===== src/rtl/uart_tx_serializer.sv =====
// -----------------------------------------------------------------------------
// uart_tx_serializer
//   UART transmit stage that sits directly downstream of a baud-rate counter.
//   A parallel word is accepted through a valid/ready handshake and shifted out
//   LSB-first as a start / data / [parity] / stop frame. While a frame is in
//   flight, baud_en holds the counter running. The counter's overflow pulse
//   comes back as baud_tick and marks the last cycle of each serial bit.
//
// Parameters
//   DATA_W     data bits per frame (5..9)
//   PARITY_EN  1 = insert a parity bit after the data bits
//   PARITY_ODD 1 = odd parity, 0 = even parity
//   STOP_BITS  number of stop bits (1 or 2)
//
// Ports
//   clk        system clock
//   rst        asynchronous reset, active-low
//   baud_tick  1-cycle pulse from the baud counter, last cycle of a bit
//   tx_data    word to send, sampled on the handshake edge
//   tx_valid   producer has a word
//   tx_ready   block can accept a word (registered)
//   baud_en    enable to the baud counter, high for the whole frame (registered)
//   tx         serial line, idle high (registered)
//   tx_busy    frame in progress (registered)
//   tx_done    1-cycle pulse in the last cycle of the final stop bit
// -----------------------------------------------------------------------------
module uart_tx_serializer #(
    parameter int DATA_W     = 8,
    parameter int PARITY_EN  = 0,
    parameter int PARITY_ODD = 0,
    parameter int STOP_BITS  = 1
) (
    input  logic              clk,
    input  logic              rst,
    input  logic              baud_tick,
    input  logic [DATA_W-1:0] tx_data,
    input  logic              tx_valid,
    output logic              tx_ready,
    output logic              baud_en,
    output logic              tx,
    output logic              tx_busy,
    output logic              tx_done
);

    localparam int CNT_W = (DATA_W > 1) ? $clog2(DATA_W) : 1;
    localparam logic [CNT_W-1:0] LAST_BIT  = CNT_W'(DATA_W - 1);
    localparam logic             LAST_STOP = 1'(STOP_BITS - 1);
    localparam logic             ODD_BIT   = 1'(PARITY_ODD);
    localparam logic             PAR_ON    = 1'(PARITY_EN);

    typedef enum logic [2:0] {
        IDLE   = 3'd0,
        START  = 3'd1,
        DATA   = 3'd2,
        PARITY = 3'd3,
        STOP   = 3'd4
    } state_t;

    // Even parity of a data word; the odd/even selection is applied by the caller.
    function automatic logic parity_of(input logic [DATA_W-1:0] d);
        return ^d;
    endfunction

    state_t            state_q,    state_d;
    logic [DATA_W-1:0] shift_q,    shift_d;
    logic              parity_q,   parity_d;
    logic [CNT_W-1:0]  bit_cnt_q,  bit_cnt_d;
    logic              stop_cnt_q, stop_cnt_d;
    logic              tx_q,       tx_d;
    logic              baud_en_q,  baud_en_d;
    logic              tx_ready_q, tx_ready_d;
    logic              tx_busy_q,  tx_busy_d;
    logic              tx_done_s;

    // State and output registers; reset drops the line high at once, even mid-frame.
    always_ff @(posedge clk or negedge rst) begin
        if (!rst) begin
            state_q    <= IDLE;
            shift_q    <= '0;
            parity_q   <= 1'b0;
            bit_cnt_q  <= '0;
            stop_cnt_q <= 1'b0;
            tx_q       <= 1'b1;
            baud_en_q  <= 1'b0;
            tx_ready_q <= 1'b1;
            tx_busy_q  <= 1'b0;
        end else begin
            state_q    <= state_d;
            shift_q    <= shift_d;
            parity_q   <= parity_d;
            bit_cnt_q  <= bit_cnt_d;
            stop_cnt_q <= stop_cnt_d;
            tx_q       <= tx_d;
            baud_en_q  <= baud_en_d;
            tx_ready_q <= tx_ready_d;
            tx_busy_q  <= tx_busy_d;
        end
    end

    // Next-state logic: frame sequencing, driven by baud_tick outside IDLE.
    always_comb begin
        state_d    = state_q;
        shift_d    = shift_q;
        parity_d   = parity_q;
        bit_cnt_d  = bit_cnt_q;
        stop_cnt_d = stop_cnt_q;
        tx_done_s  = 1'b0;
        case (state_q)
            IDLE: begin
                // baud_tick is deliberately not looked at here.
                if (tx_valid && tx_ready_q) begin
                    shift_d    = tx_data;
                    parity_d   = parity_of(tx_data) ^ ODD_BIT;
                    bit_cnt_d  = '0;
                    stop_cnt_d = 1'b0;
                    state_d    = START;
                end else begin
                    state_d = IDLE;
                end
            end
            START: begin
                if (baud_tick) begin
                    state_d = DATA;
                end else begin
                    state_d = START;
                end
            end
            DATA: begin
                if (baud_tick) begin
                    if (bit_cnt_q == LAST_BIT) begin
                        state_d = PAR_ON ? PARITY : STOP;
                    end else begin
                        shift_d   = shift_q >> 1;
                        bit_cnt_d = bit_cnt_q + CNT_W'(1);
                    end
                end else begin
                    state_d = DATA;
                end
            end
            PARITY: begin
                if (baud_tick) begin
                    state_d = STOP;
                end else begin
                    state_d = PARITY;
                end
            end
            STOP: begin
                if (baud_tick) begin
                    if (stop_cnt_q == LAST_STOP) begin
                        tx_done_s = 1'b1;
                        state_d   = IDLE;
                    end else begin
                        stop_cnt_d = stop_cnt_q + 1'b1;
                    end
                end else begin
                    state_d = STOP;
                end
            end
            default: begin
                state_d = IDLE;
            end
        endcase
    end

    // Output logic: registered outputs are computed from the next state, so they
    // line up with the state they describe instead of lagging by a cycle.
    always_comb begin
        tx_d       = 1'b1;
        baud_en_d  = (state_d != IDLE);
        tx_ready_d = (state_d == IDLE);
        tx_busy_d  = (state_d != IDLE);
        case (state_d)
            IDLE:    tx_d = 1'b1;
            START:   tx_d = 1'b0;
            DATA:    tx_d = shift_d[0];
            PARITY:  tx_d = parity_d;
            STOP:    tx_d = 1'b1;
            default: tx_d = 1'b1;
        endcase
    end

    assign tx       = tx_q;
    assign baud_en  = baud_en_q;
    assign tx_ready = tx_ready_q;
    assign tx_busy  = tx_busy_q;
    // tx_done has to sit inside the final stop bit's last cycle, so it is not registered.
    assign tx_done  = tx_done_s;

endmodule


===== config.mk =====
export PLATFORM = sky130hd
export DESIGN_NAME = uart_tx_serializer
export DESIGN_NICKNAME = d
export VERILOG_FILES = /design/src/rtl/uart_tx_serializer.sv
export SDC_FILE = /design/constraint.sdc
export NUM_CORES = 1
export LEC_CHECK = 0
export CAP_MARGIN = 25
export CORE_UTILIZATION = 45
export CTS_CLUSTER_SIZE = 28
export DETAILED_ROUTE_END_ITERATION = 10
export DONT_BUFFER_PORTS = 1
export PLACE_DENSITY = 0.56
export SKIP_LAST_GASP = 1
export SYNTH_ARGS = -nofsm -noshare
export SYNTH_HDL_FRONTEND = slang
export SYNTH_SLANG_ARGS = --single-unit
export TNS_END_PERCENT = 100

===== constraint.sdc =====
create_clock -name clk -period 4.59 [get_ports clk]
set_input_delay 0.918 -clock clk [delete_from_list [all_inputs] [get_ports clk]]
set_output_delay 0.918 -clock clk [all_outputs]
set_load 0.01 [all_outputs]

# Word-level counts from Yosys, hierarchy flattened
# Cells that the tools add are included.
# W data, S select, Z words.
[word_totals]
register_bits = 19
input_bits = 12
output_inout_bits = 5
word_cells = 58
[op_classes]
addsub = 2
eq_ne = 12
mux = 26
reduce_logical = 9
[op_table]
columns = ["operator", "n"]
rows = [
  ["$mux W3", 8],
  ["$mux W8", 3],
  ["$pmux W8 S2", 1],
  ["$pmux W3 S5", 1],
  ["$eq A3 B2 Y1 const B", 4],
  ["$mux W1", 9],
  ["$ne A2 B2 Y1 const B", 4],
  ["$reduce_xor A8 Y1", 1],
  ["$eq A3 B1 Y1 const B", 2],
  ["$eq A3 B3 Y1 const B", 2],
  ["$logic_not A3 Y1", 2],
  ["$pmux W3 S2", 1],
  ["$reduce_and A4 Y1", 1],
  ["$reduce_bool A2 Y1", 2],
  ["$add A3 B1 Y3 const B", 1],
  ["$pmux W1 S3", 1],
  ["$reduce_and A3 Y1", 1],
  ["$reduce_bool A3 Y1", 1],
  ["$mux W2", 1],
  ["$pmux W1 S2", 1],
  ["$add A1 B1 Y1 const B", 1],
  ["$logic_and A1 B1 Y1", 1],
]

# Depth between registers and ports, before layout
# Gate-level depths: netlist (run 1).
[depth]
ltp_word = 6
mapped_depth = 8
ltp_nobuf = 6

# Worst setup path after synthesis (run 1)
# No wires, ideal clock.
[synth_path]
path_type = "input to output"
from = "in baud_tick"
to = "out tx_done"
t_arrival_ns = 1.244
t_required_ns = 3.672
slack_ns = 2.428
cell_stages = 2
path_buffers = 0
cell_sequence = "and2b_1 > and3b_1"
[synth_via]
elab_chain_len = 2
[synth_lines]
columns = ["element", "line", "source"]
rows = [
  ["from (decl)", "35", "input logic baud_tick,"],
  ["$mux W1", "148", "if (baud_tick) begin"],
  ["$mux W1", "108", "case (state_q)"],
  ["to (decl)", "42", "output logic tx_done"],
]
# No other way between the ends.

# Worst setup path after layout (run 1)
# Ends and elaborated chain as after synthesis.

==> results of run 1 <==
-- layout make-up --
cell class                 count  area share
inverter                       1     0.00399
multi-input combinational     60       0.450
tap                           27      0.0360
clock buffer                   4      0.0280
sequential                    18       0.482
-- layer usage --
metal  track usage  vias to the layer above  wire length [um]
met1         0.213                      287               742
li1              -                      304                 -
met5             0                        -                 0
met3        0.0808                        2                66
met2         0.236                        8               773
met4        0.0343                        0                10
-- state kept, by name, summed over array words and instances (netlist names) --
register / count
state_q: 3
shift_q: 8
bit_cnt_q: 3
tx_busy: 1
tx: 1
tx_ready: 1
parity_q: 1
-- Yosys cell counts, drive strengths merged (3+ instances only) --
| cell | count | area [sq um] |
|---|---|---|
| xnor2 | 7 | 61.3 |
| dfrtp | 16 | 400 |
| buf | 5 | 40.0 |
| and3b | 3 | 26.3 |
| nor2 | 5 | 23.8 |
| o21ai | 9 | 48.8 |
| a22oi | 7 | 52.6 |
| nand2 | 8 | 30.0 |
-- worst min path at each step --
| stage | from | endpoint | slack (ns) |
|---|---|---|---|
| 4_1_cts | rst | bit_cnt_q[2] | 0.30 |
| 5_1_grt | rst | shift_q[0] | 0.29 |
| 3_5_place_dp | shift_q[0] | shift_q[0] | 0.46 |
| 6_report | rst | state_q[1] | 0.32 |
| 3_3_place_gp | shift_q[0] | shift_q[0] | 0.46 |
| 2_1_floorplan | shift_q[0] | shift_q[0] | 0.45 |
-- power by group --
part,internal [W],total (W),switching [W]
combinational,0.0000972,0.000218,0.000121
clock,0.0000337,0.0000778,0.0000441
sequential,0.000235,0.000301,0.0000655
-- cells by family after synthesis --
family,Yosys count,share of synthesized area
flops,18,0.490
xor+xnor,7,0.0663
simple gates,25,0.156
fa+ha+maj,2,0.0271
mux,1,0.0244
compound gates,25,0.184
buf+inv,7,0.0528
-- through the flow --
stage               instances   util  hold slack, ns  instance area [sq um]  setup WS [ns]
detailed placement        106  0.470           0.463                    913           2.38
global placement          106  0.470           0.457                    913           2.38
CTS                       110  0.484           0.299                    940           2.41
floorplan                  85      -           0.445                    925           2.43
global route              110  0.484           0.286                    940           2.23
finish                    110  0.484           0.316                    940           2.41
==> metrics.txt, run 1 <==
Register Area between 400 and 500 sq um; GRT Util Overall 0.160; Die Wd approximately 47 um; number of global-route vias before repair 512; RSZ-0062 raised after global routing no; P&R area growth vs syn 1.62%; Synth Register Bits 18; post-synthesis cell type count 30; Synth Flop Type dfrtp_1; commonest non-fill, non-tap cells in the layout dfrtp_1 (16), o21ai_1 (8), nand2_1 (8); R2R depth 6; TritonCTS clock tree done; crit share post-route 0.474; total CTS buffers 3; fmax 459 MHz; Initial DRT Pass Iterations 4; clk_skew ~0.0018 ns; CP cell instances and2b_1, and3b_1; setup TNS 0 ns; relative slew slack 0.673; DRT antenna net count 0; Critical Path Sink Type primary output; outcome complete, no violations; Reg clk slew, reported paths ~0.09 ns; Worst R2R End tx; CTS Hold Bufs 0; GRT Residual Overflow 0; Nets 98; P_leak ~0.41 nW; Detail Placement HPWL 1210 um; Setup Crit Path Kind input port to primary output; Finish-stage setup viols 0; CTS Buffer Depth 2; Setup crit start kind input port; Starting DRT DRC Count 19; Slew Limit Fails 0; # diodes 0; Die H between 40 and 50 um; WP buf/inv 0; Tmin final about 2.2 ns; CP Data Required Time 3.67 ns; I/O Pins 17; initial antenna violation count 0; Worst path max stage delay approximately 0.19 ns; die area about 2200 sq um; FF-to-FF Start bit_cnt_q[0]; power per cell area roughly 640 nW/um^2; drt via density about 5.5; leading cell type in the layout, fill and taps excluded dfrtp_1; synth warn 0; footprint of the multi-input gates ~420 sq um; slowest CP cell and3b_1; via count approximately 600; final RePlAce weighted congestion approximately 0.67; # rows 16; H-tree Lvls 1; Seq/Total Area, Yosys 0.490; final hold viol count 0; Mapped Avg Cell Area around 11 sq um; # Post-CTS Setup Buffers 0; Crit Path Max Fanout 6; Pwr Total 0.000597 W; VDD IR max 0.272 mV; WL final between 1500 and 2000 um; IO buf count 0; largest net degree at the start of global routing 19; critical path arrival about 1.3 ns; Root Driver clkbuf_4; FF-to-FF setup slack 2.45 ns; CTS resizes 0; DRC violations left 0; worst setup path startpoint baud_tick; Post-synth EDFFs 0; fraction of final layout cells sized beyond drive strength 1 0.108; wire length per cell 14.5 um; crit-path leading delay family simple AND/OR/NAND/NOR gates; total stage count of the critical path 2; Worst-Skew Late Latency around 0.28 ns; Post-Syn Nets between 90 and 100; # clock sinks 18; Post-Synthesis Cells 85; Syn Std Cell Area around 900 sq um; FILL cells 189; ys async rst share 1.00; worst min-delay path class input port to async pin; end of the critical path tx_done; first-pass GRT wire length 2370 um; Core ar. ~1900 sq um; Starting Density 0.476; number of max-cap violations 0; Worst Tran Pin Value between 0.4 and 0.5 ns
(Power assumes the default switching activity.)
==> run 2: changes to the inputs <==
Settings changed: PLACE_DENSITY 0.56 to 0.58.
Clock period 4.59 ns to 1.8 ns, I/O delays scaled along.
==> metrics.txt, run 2 (synthesis results as in run 1) <==
outcome complete, no violations; IO buf count 0; CP cell instances ha_2, ha_2, o21ai_2, a22oi_1, nor2_1, or3_1; final core occ 0.509; max FFs per register 8; I/O Pins 17; die area 2240 sq um; CP Data Required Time 1.98 ns; Initial DRT Pass Iterations 2; Die H 47.3 um; Biggest register shift_q; final hold viol count 0; metal3 WL ~73 um; FF-to-FF setup slack approximately 0.10 ns; fraction of final layout cells sized beyond drive strength 1 0.195; GRT Util Overall 0.175; Worst-Skew Late Latency slightly below 0.3 ns; Starting Density 0.476; Setup Crit Path Kind register to register; Pwr Total between 0.0015 and 0.002 W; highest routed metal layer met3; met2 wire len 817 um; FILL cells roughly 180; Die Wd around 47 um; final RePlAce weighted congestion 0.717; first-pass GRT wire length roughly 2700 um; total CTS buffers 3; Worst Hold Slack just over 0.2 ns; Tmin final around 1.7 ns; Worst Tran Pin Value slightly below 0.8 ns; Reg clk slew, reported paths ~0.1 ns; initial antenna violation count 0; H-tree Lvls 1; Finish-stage setup viols 0; relative slew slack 0.471; Starting DRT DRC Count 3; Detail Placement HPWL between 1000 and 1500 um; drt via density around 5.6; WL final approximately 1700 um; GRT Residual Overflow 0; DRT met1 WL ~800 um; DRC violations left 0; fmax 590 MHz; P_leak 0.423 nW; Core ar. about 1900 sq um; via count between 600 and 700; Post-Place Worst Slack around 0.010 ns; # clock sinks 18; P&R area growth vs syn 6.90%; largest net degree at the start of global routing 19; TritonCTS clock tree done; CTS Buffer Depth 2; most repeated library cell on the critical path ha_2; RSZ-0062 raised after global routing no; wire length per cell ~15 um; Nets about 100; final worst slack around 0.10 ns; Setup crit start kind register; Worst path max stage delay approximately 0.39 ns; Crit Path Max Fanout 3; leading cell type in the layout, fill and taps excluded dfrtp_1; Slew Limit Fails 0; VDD IR max about 0.63 mV; # diodes 0; DRT antenna net count 0; setup TNS 0 ns; slowest CP cell dfrtp_1; critical path arrival ~1.9 ns; Critical Path Sink Type register; Root Driver clkbuf_4; number of global-route vias before repair between 500 and 600; # rows 16; biggest regs shift_q: 8 flops, bit_cnt_q: 3 flops, state_q: 3 flops; commonest non-fill, non-tap cells in the layout dfrtp_1 (16), nand2_1 (8), a22oi_1 (7), xnor2_1 (7), o21ai_1 (7); power per cell area roughly 1600 nW/um^2; clk_skew 0.00317 ns; number of max-cap violations 0; crit share post-route 0.942; worst min-delay path class input port to register
==> run 2: changes by cell type in the layout (fill, tap and decap cells not counted) <==
cell / before / now
buf_4: 0 / 3
ha_1: 2 / 0
ha_2: 0 / 2
a2111oi_0: 1 / 0
a2111oi_2: 0 / 1
and3b_1: 3 / 2
and3b_2: 0 / 1
dlygate4sd3_1: 0 / 1
o21ai_1: 8 / 7
o21ai_2: 1 / 2
==> run 2: what timing repair did <==
action,CTS,global route
pin swaps,0,2
setup buffers,0,0
gates resized for setup,1,5
hold endpoints to repair,18,0
hold buffers,1,0
setup endpoints to repair,1,2
==> run 2: per-stage QoR <==
stage / cell area, sq um / cells
after global placement: 936 / 109
after detailed placement: 936 / 109
after floorplan: 925 / 85
final: 988 / 114
after CTS: 973 / 114
after global routing: 988 / 114
==> run 2: cell type report <==
class	count	area, sq um	share of cell area
sequential	18	453	0.458
clock buffer	4	26.3	0.0266
multi-input combinational	60	439	0.444
inverter	1	3.75	0.00380
timing repair buffer	4	32.5	0.0329
tap	27	33.8	0.0342
==> run 2: path summary, 6_finish.rpt <==
| path | to | cells past startpoint | startpoint |
|---|---|---|---|
| worst max-delay path | tx_busy | 6 | bit_cnt_q[0] |
| worst min-delay path | shift_q[7] | 1 | tx_data[7] |
| worst max register to register | tx_busy | 6 | bit_cnt_q[0] |
| worst min register to register | shift_q[2] | 2 | shift_q[2] |
| max in group asynchronous | shift_q[0] | 1 | rst |
| min in group asynchronous | state_q[1] | 1 | rst |
==> run 2: where the power goes <==
group          internal (W)  switching (W)
registers          0.000599       0.000170
logic              0.000291       0.000334
clock network     0.0000861       0.000119
==> run 2: critical path: cells and delay by family, from the launching register on <==
kind                       cells  cell delay [ns]
DFF                            1             0.39
AOI/OAI and AO/OA              2             0.40
and+or+nand+nor                2             0.43
adders and majority gates      2             0.36
==> run 2: per-layer routing <==
metal | up-vias | GRT usage
li1 | 312 | -
met1 | 308 | 0.224
met2 | 13 | 0.285
met3 | 0 | 0.0769
met4 | 0 | 0.0171
met5 | - | 0
